[src/rtl/dual_port_ram_cfg.sv]
// True dual-port synchronous RAM with a post-reset clear sequencer, collision arbitration and counting.
// Read latency 1+OUT_REG cycles; no backpressure, an access is accepted whenever its port enable is high in READY.
// Port accesses are ignored while the clear sequencer runs (init_busy high).
module dual_port_ram_cfg #(
    parameter int DATA_W   = 9,
    parameter int ADDR_W   = 4,
    parameter int WIN_B    = 0,
    parameter int RDW_MODE = 0,
    parameter int OUT_REG  = 0,
    parameter int CNT_W    = 8
) (
    input  logic              clk,
    input  logic              rst_n,
    input  logic              en_a,
    input  logic              we_a,
    input  logic [ADDR_W-1:0] addr_a,
    input  logic [DATA_W-1:0] din_a,
    input  logic              en_b,
    input  logic              we_b,
    input  logic [ADDR_W-1:0] addr_b,
    input  logic [DATA_W-1:0] din_b,
    output logic [DATA_W-1:0] dout_a,
    output logic              dvalid_a,
    output logic [DATA_W-1:0] dout_b,
    output logic              dvalid_b,
    output logic              collision_detected,
    output logic [CNT_W-1:0]  collision_count,
    output logic              init_busy
);

    localparam int DEPTH = 2**ADDR_W;

    typedef enum logic {
        ST_INIT,
        ST_READY
    } state_t;

    state_t            state;
    state_t            state_nxt;
    logic [ADDR_W-1:0] ptr;
    logic [ADDR_W-1:0] ptr_nxt;
    logic              clr_we;

    logic [DATA_W-1:0] mem [DEPTH];

    logic              ready;
    logic              acc_a;
    logic              acc_b;
    logic              wr_a;
    logic              wr_b;
    logic              collision;
    logic              wr_a_eff;
    logic              wr_b_eff;
    logic [DATA_W-1:0] rd_a;
    logic [DATA_W-1:0] rd_b;

    logic [DATA_W-1:0] d1_a;
    logic [DATA_W-1:0] d1_b;
    logic              v1_a;
    logic              v1_b;

    // ------------------------------------------------------------------
    // Clear sequencer
    // ------------------------------------------------------------------
    always_ff @(posedge clk) begin
        if (!rst_n) begin
            state <= ST_INIT;
            ptr   <= '0;
        end else begin
            state <= state_nxt;
            ptr   <= ptr_nxt;
        end
    end

    always_comb begin
        state_nxt = state;
        ptr_nxt   = ptr;
        clr_we    = 1'b0;
        case (state)
            ST_INIT: begin
                clr_we  = 1'b1;
                ptr_nxt = ptr + 1'b1;
                if (ptr == ADDR_W'(DEPTH - 1)) begin
                    state_nxt = ST_READY;
                end
            end
            ST_READY: begin
                state_nxt = ST_READY;
            end
            default: begin
                state_nxt = ST_INIT;
                ptr_nxt   = '0;
            end
        endcase
    end

    assign ready     = (state == ST_READY);
    assign init_busy = ~ready;

    // ------------------------------------------------------------------
    // Access qualification and collision arbitration
    // ------------------------------------------------------------------
    assign acc_a     = ready & en_a;
    assign acc_b     = ready & en_b;
    assign wr_a      = acc_a & we_a;
    assign wr_b      = acc_b & we_b;
    assign collision = wr_a & wr_b & (addr_a == addr_b);

    // On a same-address collision the losing port's write is dropped.
    assign wr_a_eff  = wr_a & ~(collision & (WIN_B != 0));
    assign wr_b_eff  = wr_b & ~(collision & (WIN_B == 0));

    always_ff @(posedge clk) begin
        if (rst_n) begin
            if (clr_we) begin
                mem[ptr] <= '0;
            end else begin
                if (wr_a_eff) begin
                    mem[addr_a] <= din_a;
                end
                if (wr_b_eff) begin
                    mem[addr_b] <= din_b;
                end
            end
        end
    end

    // Write-first forwards whatever actually lands in the array this cycle.
    always_comb begin
        rd_a = mem[addr_a];
        rd_b = mem[addr_b];
        if (RDW_MODE != 0) begin
            if (wr_b_eff && (addr_b == addr_a)) begin
                rd_a = din_b;
            end else if (wr_a_eff) begin
                rd_a = din_a;
            end
            if (wr_a_eff && (addr_a == addr_b)) begin
                rd_b = din_a;
            end else if (wr_b_eff) begin
                rd_b = din_b;
            end
        end
    end

    // ------------------------------------------------------------------
    // Read pipeline
    // ------------------------------------------------------------------
    always_ff @(posedge clk) begin
        if (!rst_n) begin
            d1_a <= '0;
            d1_b <= '0;
            v1_a <= 1'b0;
            v1_b <= 1'b0;
        end else begin
            v1_a <= acc_a;
            v1_b <= acc_b;
            if (acc_a) begin
                d1_a <= rd_a;
            end
            if (acc_b) begin
                d1_b <= rd_b;
            end
        end
    end

    generate
        if (OUT_REG != 0) begin : g_out_reg
            logic [DATA_W-1:0] d2_a;
            logic [DATA_W-1:0] d2_b;
            logic              v2_a;
            logic              v2_b;

            always_ff @(posedge clk) begin
                if (!rst_n) begin
                    d2_a <= '0;
                    d2_b <= '0;
                    v2_a <= 1'b0;
                    v2_b <= 1'b0;
                end else begin
                    v2_a <= v1_a;
                    v2_b <= v1_b;
                    if (v1_a) begin
                        d2_a <= d1_a;
                    end
                    if (v1_b) begin
                        d2_b <= d1_b;
                    end
                end
            end

            assign dout_a   = d2_a;
            assign dout_b   = d2_b;
            assign dvalid_a = v2_a;
            assign dvalid_b = v2_b;
        end else begin : g_no_out_reg
            assign dout_a   = d1_a;
            assign dout_b   = d1_b;
            assign dvalid_a = v1_a;
            assign dvalid_b = v1_b;
        end
    endgenerate

    // ------------------------------------------------------------------
    // Collision reporting; counter sticks at all-ones
    // ------------------------------------------------------------------
    always_ff @(posedge clk) begin
        if (!rst_n) begin
            collision_detected <= 1'b0;
            collision_count    <= '0;
        end else begin
            collision_detected <= collision;
            if (collision && (collision_count != {CNT_W{1'b1}})) begin
                collision_count <= collision_count + 1'b1;
            end
        end
    end

endmodule
[config.mk]
export PLATFORM = sky130hd
export DESIGN_NAME = dual_port_ram_cfg
export DESIGN_NICKNAME = d
export VERILOG_FILES = /design/src/rtl/dual_port_ram_cfg.sv
export SDC_FILE = /design/constraint.sdc
export NUM_CORES = 1
export LEC_CHECK = 0
export ABC_AREA = 1
export ABC_CLOCK_PERIOD_IN_PS = 4000
export BUFFER_PORTS_ARGS = -buffer_cell sky130_fd_sc_hd__buf_2
export CAP_MARGIN = 30
export CORE_ASPECT_RATIO = 1.5
export CORE_UTILIZATION = 50
export CTS_BUF_LIST = sky130_fd_sc_hd__clkbuf_16
export DETAILED_ROUTE_END_ITERATION = 10
export GPL_TIMING_DRIVEN = 0
export PLACE_DENSITY = 0.67
export RECOVER_POWER = 50
export SLEW_MARGIN = 30
export SYNTH_ARGS = -nofsm -noshare
export SYNTH_HDL_FRONTEND = slang
export SYNTH_SLANG_ARGS = --single-unit
[constraint.sdc]
create_clock -name clk -period 4 [get_ports clk]
set_input_delay 0.8 -clock clk [delete_from_list [all_inputs] [get_ports clk]]
set_output_delay 0.8 -clock clk [all_outputs]
set_load 0.01 [all_outputs]
==> flow_metrics.tcl <==
set metrics [dict create \
    slowest_delay_ps 500 \
    leakagePower_nw 5.68 \
    hp-class "reg2reg" \
    die_h_um 186 \
    hold_buffers 0 \
    post-cts-setup-buffers 0 \
    ys_warn_count 0 \
    grt_usage_pct 40.3 \
    wire_per_inst_um 23.4 \
    cts_buffers 17 \
    wl_met2_um 21200 \
    wirelength_um 45600 \
    syn-num-nets 1626 \
    instances_no_fill 1946 \
    synthXorXnorAreaFrac_pct 0.390 \
    diodes 0 \
    viasPerCell 5.93 \
    synth_compound_area_share_pct 2.63 \
    vias 11500 \
    drc 0 \
    synth_area_leaders "edfxtp_1, nand2_1, nand3_1" \
    worstPathRequired_ps 4110 \
    total_power_mw 4.16 \
    antenna_found_initial 0 \
    start_util_pct 51.3 \
    hold_viol 0 \
    path_delay_family "simple AND/OR/NAND/NOR gates" \
    cp_max_fo 10 \
    fin_crit_ps 3350 \
    synth_edf_count 144 \
    synthCells 1592 \
    clk_path_buf_depth 2 \
    timing.hold.ws_ps 499 \
    dp.cells 1914 \
    setup_ws_ps 648 \
    cp_slowest_cell "nand2_1" \
    crit_path_start_kind "input pin" \
    wl_met1_um 16000 \
    clock_latency_ps 480 \
    place.gp.congestion 0.992 \
    io_pins 62 \
    grt_pass1_vias 10800 \
    yosysTopAreaCell "edfxtp_1" \
    cts_tree "yes" \
    drv_slew 0 \
    rsz0062_at_grt "no" \
    met3RoutedLength_um 4010 \
    ys_seq_area_share_pct 44.6 \
    max-cap-violations 0 \
    fill_cells 2181 \
    yosys.area_share.simple_pct 45.8 \
    cts_sinks 178 \
    post-place-ws_ps 697 \
    setup-tns-final_ps 0 \
    h-tree-depth 4 \
    cts_root_buf "clkbuf_16" \
    synth_top_family_by_area "simple AND/OR/NAND/NOR gates" \
    reg2reg_from "ready" \
    yosysUniqueCellTypes 30 \
    path_clk_slew_ps 70 \
    cts_resized 0 \
    avgSynthCellArea_um2 7.05 \
    io_buffers 50 \
    fp.dieArea_um2 23100 \
    worstPathArrival_ps 3460 \
    critPathKind "in2reg" \
    status "complete, no violations" \
    max_freq_mhz 298 \
    ys_ff_latch 178 \
    async_reset_ff_share_pct 0 \
    synth_ff_type "edfxtp_1" \
    grt_max_degree 18 \
    drtPass1Iterations 6 \
    area_growth_pct 9.77 \
    highest_layer "met4" \
    setup_violations 0 \
    core_area_um2 21900 \
    muxShareOfSynthArea_pct 0 \
    crit_buf_inv 4 \
    final_antenna_net_count 0 \
    path_common_cell "nand2_1" \
    period_share_pct 83.8 \
    hpwl_um 33500 \
    syn_area_um2 11200 \
    rows 66 \
    drive_above_1_share_pct 8.48 \
    crit_path_start "addr_b[0]" \
    p_per_area_nw_per_um2 337 \
    skew_ps 11.3 \
    vdd_drop_max_uv 312 \
    die_w_um 124 \
    drtIter0Drc 1277 \
    overflow 0 \
    tightest_slew_ps 1080 \
    max-slew-margin-rel_pct 28.1 \
    fin_nets 1695 \
    hold_path.startpoint "ptr[2]" \
    grt_pass1_wl_um 66800 \
    yosys.area_share.adder_pct 0.223 \
    synth.top_cell.area_share_pct 38.5 \
    crit_chain "clkbuf_1 > inv_1 > nand2_1 > nand2_1 > nor2_1 > nand3_1 > nand2_2 > inv_1 > buf_6 > nand2_1 > nand2_1" \
    cp-end-kind "register" \
]
-- worst reg2reg max path: stages (launching register included) --
cell and delay, ps:
dfxtp_1 480, nand2_2 150, nor2_2 160, nand2_1 120
buf_4 210, o21ai_1 320, nand3_1 320, o21ai_1 820
-- area by class of cell --
cell class	instances	area, um^2	share of cell area [%]
clock buffer	20	500	4.06
sequential	178	5000	40.6
buffer	99	503	4.08
tap	272	340	2.76
inverter	53	201	1.63
multi-input combinational	1262	5470	44.4
timing repair buffer	50	210	1.71
clock inverter	12	97.6	0.792
-- stage by stage --
stage	area, um^2	utilization (%)
floorplan	11200	-
global placement	11800	54.0
detailed placement	11800	54.0
CTS	12400	56.7
global route	12300	56.3
finish	12300	56.3
-- layout by cell type, fill, tap and decap left out, drive strengths merged --
cell type	count
edfxtp	144
nand3	312
o211ai	1
o21ai	37
clkinv	3
xor2	4
a21oi	19
nor3	1
xnor2	1
buf	72
clkbuf	97
dfxtp	34
nor2	94
inv	62
nand2	778
nand4	13
ha	2
-- path summary, 6_finish.rpt --
path          endpoint  slack [ps]  cells past startpoint
max          mem[2][6]         650                     11
min              ready         500                      2
max reg2reg  mem[8][5]        1040                      7
min reg2reg      ready         500                      2
-- state kept, by name (all words and copies together) (netlist names) --
| register | count |
|---|---|
| dout_a | 9 |
| dvalid_a | 1 |
| ptr | 4 |
| dout_b | 9 |
| collision_detected | 1 |
| collision_count | 8 |
| ready | 1 |
| mem | 144 |
| dvalid_b | 1 |
-- cell usage after synthesis (2+ instances only) --
master,instances
clkinv_1,2
o21ai_1,12
inv_2,6
dfxtp_1,34
xor2_1,4
nor2_2,31
inv_1,44
nand4_1,13
clkbuf_1,42
nor2_1,61
nand2_2,3
ha_1,2
buf_2,24
nor2_4,2
o21ai_0,23
o21ai_2,2
nand3_1,311
buf_6,14
a21oi_1,19
nand2_1,759
buf_1,17
edfxtp_1,144
nand2_4,16
-- report_power, final --
part | switching [mW] | internal (mW) | total, mW
Sequential | 0.0150 | 1.99 | 2.01
Clock | 0.831 | 0.926 | 1.76
Combinational | 0.311 | 0.0795 | 0.390
Total | 1.16 | 3.00 | 4.16
-- per-layer routing --
| layer | global-route usage (%) | vias up |
|---|---|---|
| met5 | 0 | - |
| met4 | 34.3 | 0 |
| met3 | 8.13 | 206 |
| met2 | 65.9 | 695 |
| met1 | 45.2 | 5299 |
| li1 | - | 5349 |
-- cells by family (layout without fill, tap and decap cells) --
kind of cell             count (synthesis)  in the layout
buffers and inverters                  152            234
XOR/XNOR                                 5              5
flip-flops                             178            178
AO/OA/AOI/OAI                           57             57
AND/OR/NAND/NOR                       1198           1198
adder cells (fa/ha/maj)                  2              2
(Power assumes the default switching activity.)
